**config.mk**
```make
export PLATFORM = sky130hd
export DESIGN_NAME = cart_load_ctrl
export DESIGN_NICKNAME = d
export VERILOG_FILES = /design/src/rtl/cart_pkg.sv /design/src/rtl/cart_ext_decode.sv /design/src/rtl/cart_load_ctrl.sv
export SDC_FILE = /design/constraint.sdc
export NUM_CORES = 1
export LEC_CHECK = 0
export ABC_AREA = 1
export CAP_MARGIN = 0
export CORE_ASPECT_RATIO = 0.7
export CORE_MARGIN = 1
export CORE_UTILIZATION = 25
export DETAILED_ROUTE_END_ITERATION = 6
export PLACE_DENSITY_LB_ADDON = 0.05
export SLEW_MARGIN = 20
export SYNTH_ARGS = -nofsm -noshare
export SYNTH_HDL_FRONTEND = slang
export SYNTH_HIERARCHICAL = 1
export SYNTH_SLANG_ARGS = --single-unit
```
**constraint.sdc**
```tcl
create_clock -name clk_sys -period 3.15 [get_ports clk_sys]
set_clock_uncertainty 0.05 [all_clocks]
set_input_delay 0.4725 -clock clk_sys [delete_from_list [all_inputs] [get_ports clk_sys]]
set_output_delay 0.4725 -clock clk_sys [all_outputs]
set_load 0.1 [all_outputs]
```
**src/rtl/cart_pkg.sv**
```systemverilog
`default_nettype none
// ============================================================================
// Module      : cart_pkg
// Description : Shared constants, state encoding and size-to-scheme helper
//               for the cartridge load controller.
// Revision    : 1.0
// ============================================================================
package cart_pkg;

    localparam logic [3:0] BS_NONE = 4'd0;
    localparam logic [3:0] BS_F8   = 4'd1;
    localparam logic [3:0] BS_F6   = 4'd2;
    localparam logic [3:0] BS_FE   = 4'd3;
    localparam logic [3:0] BS_E0   = 4'd4;
    localparam logic [3:0] BS_3F   = 4'd5;
    localparam logic [3:0] BS_F4   = 4'd6;
    localparam logic [3:0] BS_P2   = 4'd7;
    localparam logic [3:0] BS_FA   = 4'd8;
    localparam logic [3:0] BS_CV   = 4'd9;

    localparam int ROM_MAX = 32768;
    localparam int BANK_W  = 12;

    typedef enum logic [1:0] {
        IDLE   = 2'd0,
        LOAD   = 2'd1,
        SETTLE = 2'd2,
        RUN    = 2'd3
    } state_t;

    // Scheme implied by image size when the extension says nothing.
    function automatic logic [3:0] size_bs(input logic [16:0] size, input logic ext_s);
        case (size)
            17'd8192:  size_bs = BS_F8;
            17'd16384: size_bs = BS_F6;
            17'd32768: size_bs = BS_F4;
            17'd12288: size_bs = BS_FA;
            17'd2048:  size_bs = ext_s ? BS_NONE : BS_CV;
            default:   size_bs = BS_NONE;
        endcase
    endfunction

endpackage
`default_nettype wire

```
**src/rtl/cart_ext_decode.sv**
```systemverilog
`default_nettype none
// ============================================================================
// Module      : cart_ext_decode
// Description : Registered decode of the download file extension into a
//               bank-switch scheme code and the SuperChip "S" suffix flag.
// Revision    : 1.0
// ============================================================================
module cart_ext_decode
    import cart_pkg::*;
(
    input  logic        clk_sys,
    input  logic        reset,
    input  logic [31:0] i_file_ext,
    output logic [3:0]  o_force_bs,
    output logic        o_ext_s
);

    logic [23:0] w_ext;
    logic [3:0]  w_code;
    logic [3:0]  r_force_bs;
    logic        r_ext_s;

    // Two-char extensions arrive right-aligned with the dot in byte 2.
    assign w_ext = (i_file_ext[23:16] == ".") ? i_file_ext[23:0] : i_file_ext[31:8];

    always_comb begin
        w_code = BS_NONE;
        case (w_ext)
            ".F8":   w_code = BS_F8;
            ".F6":   w_code = BS_F6;
            ".FE":   w_code = BS_FE;
            ".E0":   w_code = BS_E0;
            ".3F":   w_code = BS_3F;
            ".F4":   w_code = BS_F4;
            ".P2":   w_code = BS_P2;
            ".FA":   w_code = BS_FA;
            ".CV":   w_code = BS_CV;
            default: w_code = BS_NONE;
        endcase
    end

    always_ff @(posedge clk_sys) begin
        if (reset) begin
            r_force_bs <= BS_NONE;
            r_ext_s    <= 1'b0;
        end else begin
            r_force_bs <= w_code;
            r_ext_s    <= (i_file_ext[7:0] == "S");
        end
    end

    assign o_force_bs = r_force_bs;
    assign o_ext_s    = r_ext_s;

endmodule
`default_nettype wire

```
**src/rtl/cart_load_ctrl.sv**
```systemverilog
`default_nettype none
// ============================================================================
// Module      : cart_load_ctrl
// Description : Cartridge download sequencer between hps_io and the A2601
//               core: ROM write port, size tracking, bank-switch decode,
//               SuperChip probe and core reset hold. Optional macro
//               CART_SIZE_BS_EN picks a scheme from image size when the
//               extension is unknown.
// Revision    : 1.0
// ============================================================================
module cart_load_ctrl
    import cart_pkg::*;
#(
    parameter int ADDR_W     = 15,
    parameter int RESET_HOLD = 16,
    parameter int SC_PROBE   = 128
)(
    input  logic              clk_sys,
    input  logic              reset,
    input  logic              ioctl_download,
    input  logic              ioctl_wr,
    input  logic [24:0]       ioctl_addr,
    input  logic [7:0]        ioctl_dout,
    input  logic [31:0]       ioctl_file_ext,
    input  logic [1:0]        sc_mode,
    output logic              rom_we,
    output logic [ADDR_W-1:0] rom_waddr,
    output logic [7:0]        rom_wdata,
    output logic [3:0]        force_bs,
    output logic              sc,
    output logic [16:0]       rom_size,
    output logic              oversize,
    output logic              core_reset,
    output logic              cfg_valid
);

    localparam int CNT_W = (RESET_HOLD > 1) ? $clog2(RESET_HOLD) : 1;

    state_t            r_state;
    logic              r_dl_q;
    logic [CNT_W-1:0]  r_cnt;
    logic              r_latch_ext;
    logic              r_rom_we;
    logic [ADDR_W-1:0] r_rom_waddr;
    logic [7:0]        r_rom_wdata;
    logic [3:0]        r_force_bs;
    logic              r_ext_s;
    logic              r_sc;
    logic [16:0]       r_rom_size;
    logic              r_oversize;
    logic              r_core_reset;
    logic              r_cfg_valid;
    logic [7:0]        r_probe;
    logic [7:0]        r_cap [8];

    logic [3:0]        w_dec_bs;
    logic              w_dec_s;
    logic              w_rise;
    logic              w_fall;
    logic              w_wr;
    logic              w_in_rom;
    logic [2:0]        w_bank;
    logic [11:0]       w_off;
    logic [16:0]       w_addr_p1;
    logic [16:0]       w_size_base;
    logic              w_probe_ok;
    logic              w_sc_next;

    cart_ext_decode u_ext_decode (
        .clk_sys    (clk_sys),
        .reset      (reset),
        .i_file_ext (ioctl_file_ext),
        .o_force_bs (w_dec_bs),
        .o_ext_s    (w_dec_s)
    );

    assign w_rise      = ioctl_download & ~r_dl_q;
    assign w_fall      = ~ioctl_download & r_dl_q & (r_state == LOAD);
    assign w_wr        = ioctl_wr & (w_rise | (r_state == LOAD));
    assign w_in_rom    = ioctl_addr < 25'(ROM_MAX);
    assign w_bank      = ioctl_addr[14:12];
    assign w_off       = ioctl_addr[11:0];
    assign w_addr_p1   = {2'b00, ioctl_addr[14:0]} + 17'd1;
    // A write on the restart cycle must build on the cleared size, not the old one.
    assign w_size_base = w_rise ? 17'd0 : r_rom_size;

    always_comb begin
        w_probe_ok = 1'b1;
        for (int b = 0; b < 8; b++) begin
            if ((r_rom_size > (17'(b) << BANK_W)) && !r_probe[b]) w_probe_ok = 1'b0;
        end
        case (sc_mode)
            2'd0:    w_sc_next = (r_rom_size != 17'd0) &
                                 (r_ext_s | ((r_rom_size >= 17'd4096) & w_probe_ok));
            2'd1:    w_sc_next = 1'b0;
            default: w_sc_next = 1'b1;
        endcase
    end

    always_ff @(posedge clk_sys) begin
        if (reset) begin
            r_state      <= IDLE;
            r_dl_q       <= 1'b0;
            r_cnt        <= '0;
            r_latch_ext  <= 1'b0;
            r_rom_we     <= 1'b0;
            r_rom_waddr  <= '0;
            r_rom_wdata  <= 8'd0;
            r_force_bs   <= BS_NONE;
            r_ext_s      <= 1'b0;
            r_sc         <= 1'b0;
            r_rom_size   <= 17'd0;
            r_oversize   <= 1'b0;
            r_core_reset <= 1'b1;
            r_cfg_valid  <= 1'b0;
            r_probe      <= 8'hFF;
        end else begin
            r_dl_q      <= ioctl_download;
            r_rom_we    <= 1'b0;
            r_latch_ext <= 1'b0;

            if (w_rise) begin
                r_state      <= LOAD;
                r_core_reset <= 1'b1;
                r_cfg_valid  <= 1'b0;
                r_rom_size   <= 17'd0;
                r_oversize   <= 1'b0;
                r_probe      <= 8'hFF;
                r_latch_ext  <= 1'b1;
            end else begin
                case (r_state)
                    LOAD: begin
                        if (w_fall) begin
                            r_state <= SETTLE;
                            r_cnt   <= CNT_W'(RESET_HOLD - 1);
                        end
                    end
                    SETTLE: begin
                        r_sc <= w_sc_next;
`ifdef CART_SIZE_BS_EN
                        if (r_force_bs == BS_NONE) r_force_bs <= size_bs(r_rom_size, r_ext_s);
`endif
                        if (r_cnt == '0) begin
                            r_state      <= RUN;
                            r_core_reset <= 1'b0;
                            r_cfg_valid  <= 1'b1;
                        end else begin
                            r_cnt <= r_cnt - CNT_W'(1);
                        end
                    end
                    default: ;
                endcase
            end

            // Decoder output reflects the extension seen on the LOAD entry cycle.
            if (r_latch_ext) begin
                r_force_bs <= w_dec_bs;
                r_ext_s    <= w_dec_s;
            end

            if (w_wr) begin
                if (w_in_rom) begin
                    r_rom_we    <= 1'b1;
                    r_rom_waddr <= ioctl_addr[ADDR_W-1:0];
                    r_rom_wdata <= ioctl_dout;
                    r_rom_size  <= (w_addr_p1 > w_size_base) ? w_addr_p1 : w_size_base;
                    if (w_off == 12'd0) begin
                        r_cap[w_bank] <= ioctl_dout;
                    end else if ((w_off < 12'(SC_PROBE)) && (ioctl_dout != r_cap[w_bank])) begin
                        r_probe[w_bank] <= 1'b0;
                    end
                end else begin
                    r_oversize <= 1'b1;
                    r_rom_size <= 17'(ROM_MAX);
                end
            end
        end
    end

    assign rom_we     = r_rom_we;
    assign rom_waddr  = r_rom_waddr;
    assign rom_wdata  = r_rom_wdata;
    assign force_bs   = r_force_bs;
    assign sc         = r_sc;
    assign rom_size   = r_rom_size;
    assign oversize   = r_oversize;
    assign core_reset = r_core_reset;
    assign cfg_valid  = r_cfg_valid;

endmodule
`default_nettype wire
```
# Word level (Yosys, flattened, before mapping)
# Memories as Yosys holds them, arrays and structs flattened.
# Cells that the tools add are included.
# W data, S select, Z words.
[word_totals] ff_bits=71 in_bits=71 out_inout_bits=49 mem_bits_rw=64 memories=1
[op_classes] addsub=2 reduce_logical=32 bitwise_logic=14 magnitude_cmp=14 eq_ne=20 mux=40
[mem_list] memory="r_cap" words=8 word_bits=8 rd=1 rd_clocked_by_memory_dff=0 wr=1 line_no="cart_load_ctrl.sv:54" source="logic [7:0] r_cap [8];"
[op_table] operator="$eq A24 B22 Y1 const B" count=9
[op_table] operator="$gt A17 B15 Y1 const B" count=4
[op_table] operator="$mux W17" count=4
[op_table] operator="$mux W8" count=6
[op_table] operator="$pmux W4 S9" count=1
[op_table] operator="$gt A17 B14 Y1 const B" count=2
[op_table] operator="$lt A25 B16 Y1 const B" count=1
[op_table] operator="$mux W24" count=1
[op_table] operator="$mux W1" count=20
[op_table] operator="$ge A17 B13 Y1 const B" count=1
[op_table] operator="$gt A16 B17 Y1" count=1
[op_table] operator="$gt A17 B1 Y1 const B" count=1
[op_table] operator="$gt A17 B13 Y1 const B" count=1
[op_table] operator="$reduce_bool A17 Y1" count=1
[op_table] operator="$add A15 B1 Y16 const B" count=1
[op_table] operator="$logic_not A12 Y1" count=1
[op_table] operator="$lt A12 B8 Y1 const B" count=1
[op_table] operator="$logic_and A1 B1 Y1" count=10
[op_table] operator="$and A8 B8 Y8" count=1
[op_table] operator="$eq A8 B6 Y1 const B" count=1
[op_table] operator="$eq A8 B7 Y1 const B" count=1
[op_table] operator="$logic_not A1 Y1" count=8
[op_table] operator="$mux W4" count=2
[op_table] operator="$ne A8 B8 Y1" count=1
[op_table] operator="other kinds (24)" count=42

# Logic depth before layout (Yosys ltp)
# Gate-level depths: netlist of the first run.
[depth] ltp_word=14 depth_mapped=20 ltp_nobuf=19

# By module
# The synthesis of the first run kept the hierarchy.
[modules_own_cells] module="cart_load_ctrl" area_each_um2=6819.0 instances=1 seq_area_each_um2=3243.1 cells_per_inst=874
[modules_own_cells] module="cart_ext_decode" area_each_um2=815.8 instances=1 seq_area_each_um2=100.1 cells_per_inst=161

# Worst setup path before layout of the first run
# No wires, ideal clock.
[synth_path] path_kind="register to register" start="reg r_rom_size[13], in the netlist rom_size[13]" end="reg r_rom_size[10], in the netlist rom_size[10]" stages_incl_launch_ff=14 arrival_ps=2592 slack_ps=386 setup_time_ps=122 required_ps=2978 path_cell_list="dfxtp_1 -> clkbuf_1 -> nand2_1 -> ha_1 -> nand2_1 -> inv_1 -> nand3_2 -> nor2_2 -> nand3b_2 -> nand3_4 -> nand2_4 -> buf_6 -> o21ai_0 -> a21oi_1"
[synth_between] elab_chain_len=5
[synth_rtl] item="start, declared" line_no="cart_load_ctrl.sv:49" source="logic [16:0] r_rom_size;"
[synth_rtl] item="start signal, assigned" line_no="cart_load_ctrl.sv:166" source="r_rom_size <= (w_addr_p1 > w_size_base) ? w_addr_p1 : w_size_base;"
[synth_rtl] item="start signal, assigned" line_no="cart_load_ctrl.sv:174" source="r_rom_size <= 17'(ROM_MAX);"
[synth_rtl] item="$mux W17"
[synth_rtl] item="$gt A16 B17 Y1" line_no="cart_load_ctrl.sv:166"
[synth_rtl] item="$mux W17" line_no="cart_load_ctrl.sv:166"
[synth_rtl] item="$mux W17" line_no="cart_load_ctrl.sv:162" source="if (w_in_rom) begin"
[synth_rtl] item="$mux W17" line_no="cart_load_ctrl.sv:161" source="if (w_wr) begin"
# Every way passes these cells.
# A chain may end at the register's enable or synchronous reset.

# Worst setup path after layout of the first run
[layout_path] start="in ioctl_addr[3]" end="reg r_rom_size[10], in the netlist rom_size[10]"
[layout_between] elab_chain_len=5
[layout_rtl] item="start, declared" line_no="cart_load_ctrl.sv:22" source="input logic [24:0] ioctl_addr,"
[layout_rtl] item="$add A15 B1 Y16" line_no="cart_load_ctrl.sv:83" source="assign w_addr_p1 = {2'b00, ioctl_addr[14:0]} + 17'd1;"
[layout_rtl] item="$gt A16 B17 Y1" line_no="cart_load_ctrl.sv:166"
[layout_rtl] item="$mux W17" line_no="cart_load_ctrl.sv:166"
[layout_rtl] item="$mux W17 *" line_no="cart_load_ctrl.sv:162"
[layout_rtl] item="$mux W17 *" line_no="cart_load_ctrl.sv:161"
# Mark *: on every way between the ends. The rest lies on a longest branch, timed or not.

==> results.txt, run 1 <==
The first detailed-routing pass ran for 5 iterations. The number of placed instances, taps included, is between 1,500 and 2,000. In this run, synthesis produced a sequential element count of between 100 and 150. By area the synthesized netlist is led by sky130_fd_sc_hd__edfxtp_1 25%, sky130_fd_sc_hd__dfxtp_1 19%, sky130_fd_sc_hd__nand2_1 17%, sky130_fd_sc_hd__nand3_1 5.7%, sky130_fd_sc_hd__nor2_1 5.6%. In this run the tightest slew margin relative to its limit is between 60% and 70%.

The height of the chip came out at about 150 um. The highest clock frequency the design can meet is 338 MHz. Max-cap violations in this run came to 0.

The highest fanout seen on the critical path is 23. For this design the static power due to leakage is 4.54 nW. The total routing usage reported by global routing came out at between 10% and 20%. The number of cells in the finished layout apart from fillers is about 1,600. The transition time at the pin with the least slew margin came out at ~0.50 ns. The number of slew-limit violations in the final report came to 0. The number of global-route vias before repair was 6,834. The count of nets left with antenna violations once routing finished came out at 0. The per-cell via count in the routed design is roughly 4.3.

Of the post-synthesis cell area, the dominant cell type holds about a quarter. The worst register-to-register path has a depth of 15. The net count of the mapped netlist came out at roughly 1,100. TritonCTS built the clock tree. Broken down by cell family, the worst path's largest delay share belongs to simple AND/OR/NAND/NOR gates.

Traced cell by cell, the critical path runs through clkdlybuf4s50_1 -> inv_1 -> nor3_2 -> nand2_1 -> nor2_2 -> xor2_2 -> inv_1 -> ha_1 -> nand2_1 -> inv_1 -> nand3_2 -> nor2_2 -> nand3b_2 -> nand3_4 -> nand2_8 -> o21ai_0 -> a21oi_1. The internal portion of total power is approximately 0.0034 W. The maximum cell stage delay along the critical path is around 0.53 ns. The cell count after synthesis is ~1,000. The run finished with clean final reports. The average wire length per cell after detail routing is around 15 um.

The clock transition time at the flip-flop clock pins of the worst setup and hold paths is around 0.06 ns. The overall overflow remaining after global route is 0. No sink is reached through more buffers than the 2 on the longest clock path. The final setup violation count is 0. sky130_fd_sc_hd__edfxtp_1 takes more of the synthesized area than any other cell.

The count of buffer and inverter cells on the critical path is 4. The worst setup path is of the input pin to register kind. The critical path launch point type is an input pin. The effective utilization at floorplan came out at roughly 25%. The final HPWL from detailed placement came out at about 18,000 um. The switching share of power came out at a little over a quarter. The level count of the clock H-tree came out at 4. The initial DRC count is about 370. The wire length of the first global-routing pass came out at roughly 40,000 um.

The number of clock sinks came out at 135. The endpoint kind of the worst setup timing path is a register. The floorplan core area is 30,000 um^2. The number of antenna diodes in the final layout is 0. Once the clock tree was built, the setup fixing pass inserted 0 buffers. The growth of design area from synthesis to finish came out at 33.0%. The total die area came out at 31,300 um^2. Clock tree synthesis selected as its root buffer the cell sky130_fd_sc_hd__clkbuf_16. The placement row count is 53. The proportion of synthesized flip-flops having asynchronous set or reset is 0%. The worst vdd rail ir drop came out at ~0.28 mV. The worst endpoint required time came out at approximately 3.4 ns. Counting I/O delays and the setup requirement, the final critical path takes 2.96 ns. The power per cell area came out at 447 nW/um^2. In this run the register-to-register setup slack is 0.80 ns. The number of buffers inserted by port buffering came out at 119. The number of enable flip-flop cells after synthesis is 64. The power share of the sequential group came out at between 40% and 50%. The number of different library cells used by synthesis comes to 40.

On the critical path, the stage with the largest delay is an instance of sky130_fd_sc_hd__clkdlybuf4s50_1. The pin count of the biggest net entering global routing came out at 36. The cell area after synthesis is ~7600 um^2.

The total clock buffers created by CTS came out at 17. The quantity of hold-fixing buffers added after cts came out at 0. Counting instances, the worst hold path has a depth of 1. The sequential-to-total area share from yosys stat is a little over two fifths. The number of DRC violations after detailed routing is 0. The number of vias in the routed layout is around 7,000.

The post-route clock period utilization came out at 93.9%. The clock share of power is between 40 and 50%. For the worst setup path, the data arrival time is roughly 3.2 ns. The analysis attributes to net switching a power of approximately 0.0012 W. Leaving out fill and tap cells, the most frequent cell in the layout is sky130_fd_sc_hd__nand2_1. In the final layout, the share of cells above drive strength 1 is 17.4%. The floorplan step set the die width to about 210 um. Yosys printed 6 warnings. The final hold violation count is 0. For the final routed database, the setup TNS stands at 0 ns. In the layout the commonest cells are 342 x sky130_fd_sc_hd__nand2_1, 115 x sky130_fd_sc_hd__buf_4, 110 x sky130_fd_sc_hd__nor2_1, 99 x sky130_fd_sc_hd__inv_1, 87 x sky130_fd_sc_hd__nand3_1. The insertion delay to the later sink of the worst-skew pair came out at ~0.43 ns.

The net total in the final layout is about 1,300. The cell that appears most often on the critical path is sky130_fd_sc_hd__inv_1. The number of primary I/O pins is 120. The combinational power share came out at 12.5%. The total routed wirelength came out at 24,900 um. Setup repair after global routing left no endpoint under its margin.

The number of fill cells is around 3,200. The final weighted congestion in routability-driven placement is around 0.79. The number of antenna violations at the first check in global routing is 0.

The top flip-flop cell by instance count after synthesis is sky130_fd_sc_hd__dfxtp_1. The tightest min-delay check is of the register to register type. After synthesis, the mean cell area works out to 7.38 um^2.

The critical path runs through a total of 17 cells.
[per-layer routing]
metal  wire length [um]  part of all wire (%)  track usage [%]
met1              13900                    56             25.5
met2               9940                    40             23.6
met3                952                   3.8             3.40
met4                170                  0.68             3.66
met5                  0                     0                0
[state kept, by name, summed over array words and instances, names as in the netlist]
register and cells:
r_cap 64, rom_size 17, rom_waddr 15, r_probe 8
rom_wdata 8, force_bs 4, r_cnt 4, u_ext_decode/o_force_bs 4
r_state 2, cfg_valid 1, core_reset 1, oversize 1
r_dl_q 1, r_ext_s 1, r_latch_ext 1, rom_we 1
sc 1, u_ext_decode/o_ext_s 1
[kinds of logic after synthesis]
group	Yosys count	share of synthesized area, %
AND/OR/NAND/NOR	626	36.2
buffers and inverters	143	8.36
flip-flops	135	43.8
AO/OA/AOI/OAI	101	7.26
adder cells (fa/ha/maj)	19	3.11
XOR/XNOR	11	1.26
[power by group through the flow]
stage / clock (W) / combinational [W] / sequential (W)
detailed placement: 0 / 0.000569 / 0.00189
floorplan: 0 / 0.000281 / 0.00193
global route: 0.00224 / 0.000635 / 0.00185
finish: 0.00212 / 0.000568 / 0.00185
CTS: 0.00217 / 0.000572 / 0.00185
global placement: 0 / 0.000572 / 0.00189
[worst register-to-register path: cells and delay by family (launching register included)]
kind	cells	cell delay (ns)
AO/OA/AOI/OAI	3	0.37
flip-flops	1	0.31
AND/OR/NAND/NOR	8	0.75
buffers and inverters	3	0.45
adder cells (fa/ha/maj)	1	0.34
[cell usage after synthesis, types with 9 or more instances]
library cell and instances:
sky130_fd_sc_hd__nand2_1 342, sky130_fd_sc_hd__a21oi_1 38, sky130_fd_sc_hd__nor2_1 114, sky130_fd_sc_hd__clkbuf_1 12
sky130_fd_sc_hd__nand3_1 87, sky130_fd_sc_hd__xor2_1 11, sky130_fd_sc_hd__edfxtp_1 64, sky130_fd_sc_hd__inv_1 99
sky130_fd_sc_hd__buf_4 9, sky130_fd_sc_hd__nand3b_1 13, sky130_fd_sc_hd__ha_1 19, sky130_fd_sc_hd__nand2_2 14
sky130_fd_sc_hd__dfxtp_1 71, sky130_fd_sc_hd__nor3_1 13, sky130_fd_sc_hd__o21ai_0 41, sky130_fd_sc_hd__nor2_2 9
[final cells by class]
class	count	area [um^2]	area share [%]
Tap cell	412	515	5.08
Clock buffer	21	460	4.54
Inverter	105	402	3.96
Multi-Input combinational cell	757	3700	36.4
Sequential cell	135	3340	32.9
Timing Repair Buffer	186	1580	15.6
Clock inverter	11	148	1.45
[per-stage QoR]
step                      instance area, um^2  total power, W  setup WS, ns  hold slack [ns]  utilization, %
after detailed placement                 9500         0.00246        -0.427            0.406            31.6
final                                   10200         0.00454         0.192            0.420            33.8
after CTS                               10100         0.00460        0.0146            0.423            33.6
after floorplan                          7630         0.00221         0.386            0.381               -
after global placement                   9500         0.00246        -0.379            0.401            31.6
after global routing                    10200         0.00473        0.0103            0.426            33.8
[final timing paths]
check / startpoint / endpoint
min: oversize / oversize
max: ioctl_addr[3] / rom_size[10]
min reg2reg: oversize / oversize
max reg2reg: r_dl_q / rom_size[5]
[repair_timing]
| action | in CTS | in global routing |
|---|---|---|
| resized for setup | 0 | 12 |
| setup endpoints to repair | 0 | 16 |
| hold endpoints to repair | 0 | 0 |
No activity file was read; power rests on OpenSTA's default activity.
==> inputs of run 2 (changes only) <==
--- a/config.mk
+++ b/config.mk
@@ -11,6 +11,7 @@
 export CORE_MARGIN = 1
 export CORE_UTILIZATION = 25
 export DETAILED_ROUTE_END_ITERATION = 6
+export HOLD_SLACK_MARGIN = 0.08
 export PLACE_DENSITY_LB_ADDON = 0.05
 export SLEW_MARGIN = 20
 export SYNTH_ARGS = -nofsm -noshare
==> constraint.sdc (replaced) <==
create_clock -name clk_sys -period 2.4 [get_ports clk_sys]
set_clock_uncertainty 0.05 [all_clocks]
set_input_delay 0.36 -clock clk_sys [delete_from_list [all_inputs] [get_ports clk_sys]]
set_output_delay 0.36 -clock clk_sys [all_outputs]
set_load 0.1 [all_outputs]
==> run 2 against run 1 <==
Against the previous run:
- via count grew 6.1%
- first-iteration DRC count decreased by 7.0%
- cell count increased by 4.2%
- clock power up 20%
- cell area rose by 9.6%
- critical endpoint is now rom_size[0]
==> results.txt, run 2 (synthesis results as in run 1) <==
The horizontal die dimension is 211 um (unchanged). The instance count on the critical path is 18 (was 17). The final setup violation count is 0 (unchanged).

The worst min-delay path class was input pin to register (was register to register). The final HPWL from detailed placement was 19,300 um (was 18,400 um). The cell family with the largest share of critical-path delay is simple AND/OR/NAND/NOR gates (unchanged). The total routed wirelength was 27,100 um (was 24,900 um). The count of buffer and inverter cells on the critical path is 6 (was 4).

Run status: complete, no violations (unchanged). The register-to-register setup slack came to 0.06 ns (was 0.80 ns). The post-route worst hold slack is 0.272 ns (was 0.420 ns). The final worst-path setup slack is 0.0239 ns (was 0.192 ns). Highest-count cells in the layout ignoring fill and taps: 322 x sky130_fd_sc_hd__nand2_1, 170 x sky130_fd_sc_hd__buf_4, 104 x sky130_fd_sc_hd__nor2_1, 87 x sky130_fd_sc_hd__inv_1, 83 x sky130_fd_sc_hd__nand3_1 (was 342 x sky130_fd_sc_hd__nand2_1, 115 x sky130_fd_sc_hd__buf_4, 110 x sky130_fd_sc_hd__nor2_1, 99 x sky130_fd_sc_hd__inv_1, 87 x sky130_fd_sc_hd__nand3_1). The end of the critical path was rom_size[0] (was rom_size[10]). The pin count of the biggest net entering global routing came out at 39 (was 36). The final hold violation count is 0 (unchanged). The maximum cell stage delay along the critical path is 0.27 ns (was 0.53 ns).

The static leakage is 5.00 nW (was 4.54 nW). The classification of the worst setup path is input pin to register (unchanged). The floorplan core area came to 30,000 um^2 (unchanged). The quantity of hold-fixing buffers added after cts came out at 0 (unchanged).

The post-route minimum period is approximately 2.4 ns. The transition time at the pin with the least slew margin came out at 0.518 ns (was 0.502 ns). The highest fanout seen on the critical path was 6 (was 23).

The net total in the final layout came out at 1,361 (was 1,292). The number of antenna violations at the first check in global routing is 0 (unchanged). Cell chain of the critical path: buf_2 -> buf_4 -> nand3_4 -> nor2_4 -> buf_6 -> buf_4 -> xor2_2 -> inv_2 -> ha_4 -> nand4_1 -> nor2_2 -> nand3b_4 -> nand3_4 -> buf_6 -> nand2_8 -> nand2_1 -> nand3_1 -> a21oi_1 (was clkdlybuf4s50_1 -> inv_1 -> nor3_2 -> nand2_1 -> nor2_2 -> xor2_2 -> inv_1 -> ha_1 -> nand2_1 -> inv_1 -> nand3_2 -> nor2_2 -> nand3b_2 -> nand3_4 -> nand2_8 -> o21ai_0 -> a21oi_1). The deepest clock path buffer count is 2 (unchanged). The number of nets still failing antenna checks after routing was 0 (unchanged). The post-route clock period utilization is between 90% and 100%. The worst endpoint required time is 2.71 ns (was 3.42 ns). The per-cell via count in the routed design came to 4.38 (was 4.30). The endpoint kind of the worst setup timing path is a register (unchanged). The insertion delay to the later sink of the worst-skew pair is 0.43 ns (about the same). The data arrival time at the worst-slack endpoint came out at 2.69 ns (was 3.23 ns). The number of global-route vias before repair is 7,237 (was 6,834). The pre-CTS worst setup slack is -1.05 ns (was -0.427 ns). The total clock buffers created by CTS came out at 17 (unchanged). The number of flip-flops in the largest register came out at 64 (unchanged).

The number of vias in the routed layout is 7,423 (was 6,997). The critical path launch point type is an input pin (unchanged). The worst reg-to-reg path cell count is 15 (unchanged).

The average wire length per cell after detail routing is 16.0 um (was 15.3 um). The level count of the clock H-tree is 4 (unchanged). The number of buffers inserted by port buffering is 119 (unchanged). The overall overflow remaining after global route came to 0 (unchanged). The placement row count is 53 (unchanged).

The antenna cell count is 0 (unchanged). The cell with the largest stage delay on the worst path is sky130_fd_sc_hd__ha_4 (was sky130_fd_sc_hd__clkdlybuf4s50_1). The total die area is 31,300 um^2 (unchanged).

The number of DRC violations after detailed routing came out at 0 (unchanged). The reg-to-reg startpoint is r_dl_q (unchanged). The effective utilization at floorplan was 25.4% (unchanged). The iteration count of the initial detailed-routing pass was 5 (unchanged). The growth of design area from synthesis to finish is 45.8% (was 33.0%). The worst relative slew slack came out at 65.3% (was 66.4%). The power per cell area is 530 nW/um^2 (was 447 nW/um^2). Static timing analysis puts the maximum clock frequency at between 400 and 500 MHz.

The wire length of the first global-routing pass came to 41,200 um (was 39,200 um). The fraction of final layout cells sized beyond drive strength 1 came out at 29.1% (was 17.4%). The max-cap check violation count came out at 0 (unchanged). The most common cell after layout, fill and taps aside is sky130_fd_sc_hd__nand2_1 (unchanged). The number of clock sinks came to 135 (unchanged). The initial DRC count came to 346 (was 372).

The launching element of the worst setup path was ioctl_addr[2] (was ioctl_addr[3]). The number of primary I/O pins was 120 (unchanged). The clock transition time at the flip-flop clock pins of the worst setup and hold paths came to 0.06 ns (about the same). The register with the most flip-flops is r_cap (unchanged).

The height of the chip came out at 148 um (unchanged). The final weighted congestion in routability-driven placement came out at 0.807 (was 0.785). The number of slew-limit violations in the final report is 0 (unchanged). RSZ-0062 raised after global routing: yes (was no).

The total routing usage reported by global routing is 17.3% (was 16.6%). The CTS tree was built (unchanged). The clock root buffer is sky130_fd_sc_hd__clkbuf_16 (unchanged). The worst vdd rail ir drop is 0.351 mV (was 0.278 mV). The worst flop-to-flop path endpoint is rom_size[0] (was rom_size[5]).
run 2: cell types whose count changed in the layout (fill, tap and decap cells not counted), moves of 7 or more:
cell,change
sky130_fd_sc_hd__a21oi_1,-7
sky130_fd_sc_hd__buf_4,+55
sky130_fd_sc_hd__buf_6,+9
sky130_fd_sc_hd__clkdlybuf4s50_1,-12
sky130_fd_sc_hd__dfxtp_1,-14
sky130_fd_sc_hd__dfxtp_2,+14
sky130_fd_sc_hd__ha_1,-10
sky130_fd_sc_hd__ha_4,+10
sky130_fd_sc_hd__inv_1,-12
sky130_fd_sc_hd__inv_2,+12
sky130_fd_sc_hd__nand2_1,-20
sky130_fd_sc_hd__nand2_2,+17
run 2: metrics by stage:
| stage | area (um^2) | std cells | power [W] | utilization, % | setup TNS, ns |
|---|---|---|---|---|---|
| floorplan | 7690 | 1035 | 0.00291 | - | -1.13 |
| global placement | 9940 | 1645 | 0.00329 | 33.1 | -51.48 |
| detailed placement | 9940 | 1645 | 0.00329 | 33.1 | -50.27 |
| CTS | 10600 | 1681 | 0.00585 | 35.4 | -0.00947 |
| global route | 11100 | 1696 | 0.00614 | 37.1 | -1.20 |
| finish | 11100 | 1696 | 0.00590 | 37.1 | 0 |
run 2: cell type report:
type,instances,area (um^2)
tap,412,515
clock buffer,21,450
inverter,105,402
fill,3196,18900
clock inverter,11,100
timing repair buffer,252,2160
sequential,135,3360
multi-input combinational,760,4140
run 2: repair_timing:
item	CTS	global route
resized for setup	64	100
buffers inserted	3	11
pin swaps	14	34
setup endpoints to repair	80	80
cloned	2	4
run 2: how the worst min path moves through the flow:
stage,from,endpoint,slack [ns],depth (start not counted)
after floorplan,reset,u_ext_decode/o_force_bs[3],0.38,1
after CTS,ioctl_addr[6],rom_waddr[6],0.27,4
final,ioctl_addr[6],rom_waddr[6],0.27,4
after global routing,ioctl_addr[6],rom_waddr[6],0.28,4
after global placement,u_ext_decode/o_force_bs[2],force_bs[2],0.40,2
after detailed placement,u_ext_decode/o_force_bs[1],force_bs[1],0.41,2
run 2: report_power, final:
part,internal (W),switching (W),total [W],leakage [nW]
logic,0.000387,0.000544,0.000931,3.58
clock network,0.00146,0.00108,0.00254,0.269
registers,0.00242,0.0000100,0.00243,1.16
run 2: routing by layer:
layer | vias up | track usage (%) | part of all wire, %
li1 | 3839 | - | -
met3 | 18 | 3.02 | 2.8
met5 | - | 0 | 0
met1 | 3448 | 26.7 | 56
met2 | 118 | 24.9 | 40
met4 | 0 | 3.51 | 0.85
run 2: worst min-delay path, delay by kind of cell:
kind / cells / cell delay [ns]
compound gates: 1 / 0.05
buf+inv: 3 / 0.28
==> variant, RTL diff (settings of run 1) <==
Register the output `rom_waddr` once more, without a reset; this adds one clock of latency there. The other outputs are not delayed to match.
--- a/src/rtl/cart_load_ctrl.sv
+++ b/src/rtl/cart_load_ctrl.sv
@@ -179,5 +179,7 @@
 
     assign rom_we     = r_rom_we;
-    assign rom_waddr  = r_rom_waddr;
+    always_ff @(posedge clk_sys) begin
+        rom_waddr <= r_rom_waddr;
+    end
     assign rom_wdata  = r_rom_wdata;
     assign force_bs   = r_force_bs;
Check against the original RTL: not equivalent (Yosys sat finds a counterexample within 4 cycles, from zero or initial values and one cycle with reset high).
==> variant against run 1 <==
  * Die area increased by 1.7%
  * Sequential cell count grew 15
  * Total power is 4.6% higher
  * Critical endpoint is now rom_size[11]$_SDFF_PP0_
  * Worst hold slack got worse by 0.12 ns
  * Synthesized cell count is 0.77% higher
  * Cell area increased by 4.0%
  * Worst setup slack improved by 0.037 ns
  * Routed wire length increased by 2.6%
  * First-iteration DRC count up 12%
  * Largest cell class is now flip-flops and latches
  * Synthesized area grew 1.8%
==> variant: results (changes against run 1) <==
* Combinational Power Share at 0.123 (was 0.125)
* Synth cell types at 36 (was 40)
* P per Cell Area at 449.7 nW/um^2 (was 447.0 nW/um^2)
* Worst reg2reg path depth at 16 (was 15)
* Synth area leaders: edfxtp_1 (25%), dfxtp_1 (22%), nand2_1 (16%), nand3_1 (6.2%), nor2_1 (5.7%) (was edfxtp_1 (25%), dfxtp_1 (19%), nand2_1 (17%), nand3_1 (5.7%), nor2_1 (5.6%))
* Vias in the first global route at 7097 (was 6834)
* DRT Wirelength at 25.57 mm (was 24.91 mm)
* Routing usage on met1 at 0.2496 (was 0.2553)
* Switching fraction of total power at 0.2554 (was 0.2606)
* Setup bufs post-CTS at 0 (unchanged)
* Hold Startpoint: r_rom_waddr[6]$_SDFFE_PP0P_ (was oversize$_SDFF_PP0_)
* Fillers at 3257 (was 3246)
* Slew @ Worst Pin at 0.6558 ns (was 0.5024 ns)
* Worst skew pair latency at 0.45 ns (was 0.43 ns)
* Post-synthesis sequential area ratio at 0.4690 (was 0.4379)
* Post-synth top cells: nand2_1 (326), nor2_1 (119), inv_1 (108) (was nand2_1 (342), nor2_1 (114), inv_1 (99))
* R2R setup slack at 0.69 ns (was 0.80 ns)
* Pre-antenna DRT Iters at 5 (unchanged)
* Vias per inst at 4.277 (was 4.301)
* Clock share of power at 0.446 (was 0.467)
* Status: complete, no violations (unchanged)
* Worst hold slack at 0.2978 ns (was 0.4195 ns)
* Asr flop ratio synth at 0 (unchanged)
* Post-DP HPWL at 19.12 mm (was 18.38 mm)
* Non-Filler Instances at 1662 (was 1627)
* CP Max Fanout at 6 (was 23)
* Met2 usage at 0.2440 (was 0.2356)
* Final nets at 1327 (was 1292)
* Largest net degree at the start of global routing at 59 (was 36)
* Initial DRC count at 417 (was 372)
* Critical Path AT at 3.26 ns (was 3.23 ns)
* Layout cells sized above 1 at 0.1696 (was 0.1745)
* Placed Area at 9894 sq um (was 9498 sq um)
* R2R Path End: rom_size[11]$_SDFF_PP0_ (was rom_size[5]$_SDFF_PP0_)
* Reg with most FFs: r_cap (unchanged)
* Lkg Pwr at 4.779 nW (was 4.543 nW)
* First-pass GRT wire length at 40.05 mm (was 39.22 mm)
* Avg Cell Area, Syn at 7.448 sq um (was 7.377 sq um)
* Mapped Nets at 1133 (was 1125)
* GP Congestion at 0.8018 (was 0.7853)
* Placed insts at 1630 (was 1595)
-- variant: cell families (layout without fill, tap and decap cells) --
group,Yosys count,after routing,synth area share
buffers and inverters,149,356,0.08037
flip-flops,150,150,0.4690
XOR/XNOR,12,12,0.01353
adder cells (fa/ha/maj),19,19,0.03060
AND/OR/NAND/NOR,602,602,0.3332
AO/OA/AOI/OAI,111,111,0.07328
-- variant: per-layer routing --
layer / share of wire / vias to the layer above
li1: - / 3750
met1: 0.54 / 3190
met2: 0.40 / 146
met3: 0.041 / 22
met4: 0.011 / 0
met5: 0 / -
-- variant: stage by stage --
stage / utilization / worst slack [ns]
2_1_floorplan: - / 0.3711
3_3_place_gp: 0.3265 / -0.4329
3_5_place_dp: 0.3265 / -0.3496
4_1_cts: 0.3464 / 0.1277
5_1_grt: 0.3483 / 0.007991
6_report: 0.3483 / 0.2289
-- variant: worst max-delay path by stage --
stage                                  startpoint                 endpoint  slack (ns)  cells past startpoint
after floorplan           rom_size[13]$_SDFF_PP0_   rom_size[8]$_SDFF_PP0_        0.37                     14
after global placement              ioctl_addr[5]  rom_size[13]$_SDFF_PP0_       -0.43                     19
after detailed placement            ioctl_addr[5]   rom_size[4]$_SDFF_PP0_       -0.35                     19
after CTS                           ioctl_addr[5]   rom_size[4]$_SDFF_PP0_        0.13                     19
after global routing                ioctl_addr[2]  rom_size[11]$_SDFF_PP0_       0.008                     19
final                               ioctl_addr[5]  rom_size[11]$_SDFF_PP0_        0.23                     19
-- variant: layout make-up --
cell class	instances	share of cell area
clock buffer	22	0.04599
clock inverter	10	0.01126
inverter	114	0.04054
multi-input combinational	744	0.3370
sequential	150	0.3452
tap	412	0.04884
timing repair buffer	210	0.1712
